[config.mk]
export PLATFORM = sky130hd
export DESIGN_NAME = png_filter
export DESIGN_NICKNAME = d
export VERILOG_FILES = /design/src/rtl/png_filter.sv
export SDC_FILE = /design/constraint.sdc
export NUM_CORES = 1
export LEC_CHECK = 0
export CAP_MARGIN = 20
export CELL_PAD_IN_SITES_DETAIL_PLACEMENT = 0
export CELL_PAD_IN_SITES_GLOBAL_PLACEMENT = 1
export CORE_ASPECT_RATIO = 1.75
export CORE_MARGIN = 1
export CORE_UTILIZATION = 49
export DETAILED_ROUTE_END_ITERATION = 12
export GPL_TIMING_DRIVEN = 0
export HOLD_SLACK_MARGIN = 0.08
export PLACE_DENSITY = 0.93
export RECOVER_POWER = 25
export SLEW_MARGIN = 20
export SYNTH_ARGS = -nofsm -noshare
export SYNTH_HDL_FRONTEND = slang
export SYNTH_SLANG_ARGS = --single-unit
[constraint.sdc]
create_clock -name clk -period 20.9 [get_ports clk]
set_input_delay 4.18 -clock clk [delete_from_list [all_inputs] [get_ports clk]]
set_output_delay 4.18 -clock clk [all_outputs]
set_load 0.005 [all_outputs]
[src/rtl/png_filter.sv]
// png_filter: per-scanline PNG filter stage in front of an external
// single-port row-buffer fifo.
//
// Ports:
//   clk, rstn         clock, asynchronous active-low reset
//   cfg_w_i/h_i/typ_i image width (bytes), height (rows), filter type;
//                     latched on start_i while idle
//   start_i           one-cycle pulse that begins an image
//   dat_val_i/rdy_o/i raw byte input handshake
//   fifo_wr_*         row-buffer write (current raw byte)
//   fifo_rd_val_o     row-buffer read strobe; data on fifo_rd_dat_i next cycle
//   out_val_o/dat_o   filtered stream: type byte then cfg_w bytes per row
//   done_o            one-cycle pulse after the last byte of the image
module png_filter #(
   parameter int SIZE_W_WD = 9,
   parameter int SIZE_H_WD = 12,
   parameter int DATA_WD   = 8
) (
   input  logic                 clk,
   input  logic                 rstn,
   input  logic [SIZE_W_WD-1:0] cfg_w_i,
   input  logic [SIZE_H_WD-1:0] cfg_h_i,
   input  logic [2:0]           cfg_typ_i,
   input  logic                 start_i,
   input  logic                 dat_val_i,
   output logic                 dat_rdy_o,
   input  logic [DATA_WD-1:0]   dat_i,
   output logic                 fifo_wr_val_o,
   output logic [DATA_WD-1:0]   fifo_wr_dat_o,
   output logic                 fifo_rd_val_o,
   input  logic [DATA_WD-1:0]   fifo_rd_dat_i,
   output logic                 out_val_o,
   output logic [DATA_WD-1:0]   out_dat_o,
   output logic                 done_o
);

   typedef enum logic [2:0] {S_IDLE, S_TYPE, S_RD, S_WR, S_DONE} state_t;

   state_t               state, nxt;
   logic [SIZE_W_WD-1:0] w_q, col_q;
   logic [SIZE_H_WD-1:0] h_q, row_q;
   logic [2:0]           typ_q;
   logic [DATA_WD-1:0]   a_q, c_q, x_q;

   logic                 last_col, last_row;
   logic [DATA_WD-1:0]   b_val, pred, filt;
   logic [DATA_WD:0]     sum_ab;
   logic signed [9:0]    dpa, dpb, dpc;
   logic [9:0]           pa, pb, pc;

   assign last_col = (col_q == w_q - SIZE_W_WD'(1));
   assign last_row = (row_q == h_q - SIZE_H_WD'(1));

   // Row 0 has no previous row in the fifo: the "up" neighbours are zero.
   assign b_val  = (row_q == '0) ? '0 : fifo_rd_dat_i;
   assign sum_ab = {1'b0, a_q} + {1'b0, b_val};

   // Paeth distances in 10-bit signed so a+b-2c cannot overflow.
   assign dpa = $signed({2'b00, b_val}) - $signed({2'b00, c_q});
   assign dpb = $signed({2'b00, a_q})   - $signed({2'b00, c_q});
   assign dpc = $signed({2'b00, a_q}) + $signed({2'b00, b_val})
              - $signed({1'b0, c_q, 1'b0});
   assign pa  = dpa[9] ? 10'(-dpa) : 10'(dpa);
   assign pb  = dpb[9] ? 10'(-dpb) : 10'(dpb);
   assign pc  = dpc[9] ? 10'(-dpc) : 10'(dpc);

   always_comb begin
      pred = '0;
      case (typ_q)
         3'd1:    pred = a_q;
         3'd2:    pred = b_val;
         3'd3:    pred = sum_ab[DATA_WD:1];
         3'd4: begin
            if (pa <= pb && pa <= pc) pred = a_q;
            else if (pb <= pc)        pred = b_val;
            else                      pred = c_q;
         end
         default: pred = '0;
      endcase
      filt = x_q - pred;
   end

   always_ff @(posedge clk or negedge rstn) begin
      if (!rstn) begin
         state <= S_IDLE;
         w_q   <= '0;
         h_q   <= '0;
         typ_q <= '0;
         col_q <= '0;
         row_q <= '0;
         a_q   <= '0;
         c_q   <= '0;
         x_q   <= '0;
      end else begin
         state <= nxt;
         case (state)
            S_IDLE: if (start_i) begin
               w_q   <= cfg_w_i;
               h_q   <= cfg_h_i;
               typ_q <= (cfg_typ_i > 3'd4) ? 3'd0 : cfg_typ_i;
            end
            S_TYPE: begin
               col_q <= '0;
               a_q   <= '0;
               c_q   <= '0;
            end
            S_RD: if (dat_val_i) x_q <= dat_i;
            S_WR: begin
               a_q <= x_q;
               c_q <= b_val;
               if (!last_col)      col_q <= col_q + SIZE_W_WD'(1);
               else if (!last_row) row_q <= row_q + SIZE_H_WD'(1);
            end
            S_DONE: row_q <= '0;
            default: ;
         endcase
      end
   end

   always_comb begin
      nxt           = state;
      dat_rdy_o     = 1'b0;
      fifo_rd_val_o = 1'b0;
      fifo_wr_val_o = 1'b0;
      fifo_wr_dat_o = '0;
      out_val_o     = 1'b0;
      out_dat_o     = '0;
      done_o        = 1'b0;
      case (state)
         S_IDLE: if (start_i) nxt = S_TYPE;
         S_TYPE: begin
            out_val_o = 1'b1;
            out_dat_o = {{(DATA_WD-3){1'b0}}, typ_q};
            nxt       = S_RD;
         end
         S_RD: begin
            dat_rdy_o = 1'b1;
            if (dat_val_i) begin
               fifo_rd_val_o = (row_q != '0);
               nxt           = S_WR;
            end
         end
         S_WR: begin
            fifo_wr_val_o = 1'b1;
            fifo_wr_dat_o = x_q;
            out_val_o     = 1'b1;
            out_dat_o     = filt;
            if (!last_col)     nxt = S_RD;
            else if (last_row) nxt = S_DONE;
            else               nxt = S_TYPE;
         end
         S_DONE: begin
            done_o = 1'b1;
            nxt    = S_IDLE;
         end
         default: nxt = S_IDLE;
      endcase
   end

endmodule

==> results.md <==
Drt:
- In the final routed layout, each cell accounts on average for 17.8 um.
- The mean number of vias per cell is 5.83.
- The final layout contains routed wiring with a total length of 19.7 mm.
- The number of vias after detailed routing is 6465.
- The count of nets left with antenna violations after detail routing is 0.
- The number of iterations in the first detailed-routing pass is 4.
- The violation count after the first detailed-route iteration is 329.
- For this run, design rule violations remaining after detail routing come to 0.

Setup path:
- The cell family contributing the most delay on the critical path is simple AND/OR/NAND/NOR gates.
- The required time of the critical path is 16.72 ns.
- Along the worst path, the maximum fanout reaches 8.
- The start-to-end type of the worst setup path is in2out.
- The sum of buffers and inverters on the critical path is 5.
- The kind of capture point of the worst setup path is an output port.
- The data arrival time of the worst path is 12.45 ns.
- The standard cell with the maximum stage delay on the critical path is sky130_fd_sc_hd__or4_1.
- The worst setup path is launched from a primary input.
- The startpoint of the most critical register-to-register path is h_q[2].
- In this design, the stage delay of the slowest critical-path cell is 0.60 ns.
- The launch point of the worst path is fifo_rd_dat_i[1].

Outcome:
- The checks that failed: capacitance limit, slew limit.
- The run finished, with violations left.

Yosys:
- The share of synthesized registers carrying an async set or reset is 1.00.
- The synthesized design spends more area on one cell type than any other, namely sky130_fd_sc_hd__dfrtp_1.
- The number of different library cells used by synthesis comes to 77.
- The synthesized design contains 0 enable-type register cells.
- The synthesized instance count is 846.
- The number of warnings printed during yosys synthesis is 0.
- Yosys attributes the largest share of cell area to sky130_fd_sc_hd__dfrtp_1 (25%), sky130_fd_sc_hd__ha_1 (13%), sky130_fd_sc_hd__xor2_1 (4.8%), sky130_fd_sc_hd__xnor2_1 (4.7%), sky130_fd_sc_hd__nor2_1 (4.2%).
- Of the synthesized area, sequential elements account for 0.249.
- The prevailing post-synth register cell is sky130_fd_sc_hd__dfrtp_1.
- The area share of the leading cell type in the synthesized netlist is 0.249.
- The flop and latch count out of synthesis is 72.
- The cell area after technology mapping is 7250 um^2.
- After synthesis, the most frequently instantiated cells are sky130_fd_sc_hd__nor2_1 (82), sky130_fd_sc_hd__ha_1 (76), sky130_fd_sc_hd__dfrtp_1 (72).
- The mean post-synth cell area is 8.57 um^2.
- The most numerous cell in the Yosys netlist is sky130_fd_sc_hd__nor2_1.

Die:
- The die is 93.9 um wide.
- 65 I/O pins were placed.
- The floorplan step defined a die boundary enclosing 15300 um^2.
- The core outline area is 14400 um^2.
- The die height is 163 um.
- The initial utilization of the core area, before any placement, comes to 0.502.
- The count of standard-cell rows is 58.

Timing:
- The relative max-transition margin is -0.151.
- Clock skew on the completed layout was measured at 0.0116 ns.
- The final clock period utilization by the worst path is 0.795.
- Setup repair after global routing left no endpoint under its margin.
- Setup violations remaining at the end of the flow were counted as 0.
- The count of pins over their slew limit is 28.
- The number of endpoints with negative hold slack in the final report came to 0.
- For the pin with the worst max-slew slack, the measured transition is 1.73 ns.
- The fmax is 0.0601 GHz.
- The setup TNS is 0 ns.
- The worst path in the final design needs a cycle of 16.63 ns, including I/O delays and setup.

Layout:
- The synthesis-to-layout area growth is 16.2%.
- The repair_antennas step left the layout with diodes totalling 0.
- The final layout contains 1055 nets.
- In the final layout, the share of cells above drive strength 1 is 0.0647.
- Counting the fill cells in the layout gives 1343.

GRT:
- For this run the aggregate overflow at the end of global routing stands at 0.
- In the global route stage, overall resource usage came out at 0.269.
- The maximum number of pins on one net before global-route repair is 46.
- The number of antenna violations at the first check in global routing was 0.
- The number of global-route vias before repair is 6505.
- The first-pass GRT wire length is 31.4 mm.

Clocking:
- The number of resized instances in the post-cts repair step is 0.
- The worst-case clock buffer depth is 2.
- The buffer type at the clock tree root is sky130_fd_sc_hd__clkbuf_16.
- The H-tree depth reported by CTS is 3.
- At the later pin of the worst-skew pair, clock insertion delay measures 0.34 ns.
- The number of sinks handled by clock tree synthesis is 72.
- After clock tree synthesis, the clock-pin slew on the worst setup and hold paths is 0.05 ns.
- The number of hold buffers added after CTS was 0.
- TritonCTS built the clock tree.
- The number of buffers added by the clock tree synthesis step is 9.
- The number of buffers inserted by post-CTS setup repair is 0.

Placement:
- The detailed placement HPWL is 16.1 mm.
- Routability-driven placement finished with a final weighted congestion of 0.922.
- In this run the tool buffered the top-level ports with 64 buffer cells.

Flow run:
- The max-capacitance violation count is 1.

Hold path:
- The worst min-delay path class is reg2reg.
- The worst hold path begins at state[2].
## per-stage QoR
stage	cells	cell area [um^2]	utilization	setup WS [ns]	hold WS, ns
after floorplan	848	7260	-	6.33	0.452
after global placement	1092	8120	0.562	4.32	0.485
after detailed placement	1093	8150	0.564	4.29	0.500
after CTS	1108	8440	0.584	4.26	0.514
after global routing	1108	8430	0.583	3.68	0.548
final	1108	8430	0.583	4.27	0.514
## area by class of cell
| type | instances | area (um^2) | share of cell area |
|---|---|---|---|
| multi-input cells | 686 | 5110 | 0.606 |
| flip-flops and latches | 72 | 1800 | 0.214 |
| repair buffers | 65 | 662 | 0.0786 |
| inverters | 70 | 263 | 0.0312 |
| clock buffers | 10 | 229 | 0.0272 |
| well taps | 180 | 225 | 0.0267 |
| plain buffers | 20 | 76.3 | 0.00906 |
| clock inverters | 5 | 58.8 | 0.00698 |
## routing by layer
layer / share of wire / up-vias / track usage / routed length (um)
li1: - / 3176 / - / -
met1: 0.36 / 3096 / 0.258 / 7100
met2: 0.56 / 135 / 0.524 / 11100
met3: 0.024 / 58 / 0.0317 / 478
met4: 0.056 / 0 / 0.167 / 1100
met5: 0 / - / 0 / 0
## registers in the layout, indices dropped and copies added, names as in the netlist
signal  flops
state       3
a_q         8
h_q        12
typ_q       3
c_q         8
col_q       9
w_q         9
x_q         8
row_q      12
## kinds of logic (layout without fill, tap and decap cells)
logic type | Yosys count | in the layout | share of synthesized area
AOI/OAI and AO/OA | 199 | 199 | 0.189
other | 2 | 4 | 0.00104
muxes | 36 | 36 | 0.0542
DFF | 72 | 72 | 0.249
xor gates and xnor gates | 79 | 79 | 0.0954
buffers and inverters | 90 | 170 | 0.0468
adders and majority gates | 87 | 87 | 0.162
and+or+nand+nor | 281 | 281 | 0.204
## cells in the final DEF (no fill, tap or decap), drive strengths merged, types with 6 or more instances in the layout
master,instances
a2111oi,6
a211oi,16
a21o,26
a21oi,45
a31oi,7
and3,12
clkbuf,29
clkdlybuf4s50,63
dfrtp,72
fa,11
ha,76
inv,70
mux2,26
mux2i,10
nand2,52
nand2b,14
nand3,13
nand3b,6
nand4,14
nor2,83
nor2b,16
nor3,17
nor3b,6
o21a,8
o21ai,40
o21bai,6
o22ai,12
or3,13
xnor2,39
xor2,40
## final timing paths
check                               end  slack [ns]  cells after the start
setup / recovery           out_dat_o[7]        4.27                     36
hold / removal                 state[0]        0.51                      1
setup reg to reg              row_q[11]       16.54                     11
hold reg to reg                state[0]        0.51                      1
max in group asynchronous      state[0]       15.61                      1
min in group asynchronous        x_q[6]        4.29                      1
Power is left out: the tool's default activity adds up to more than one toggle a clock period on the data nets, which glitch-free logic cannot reach.
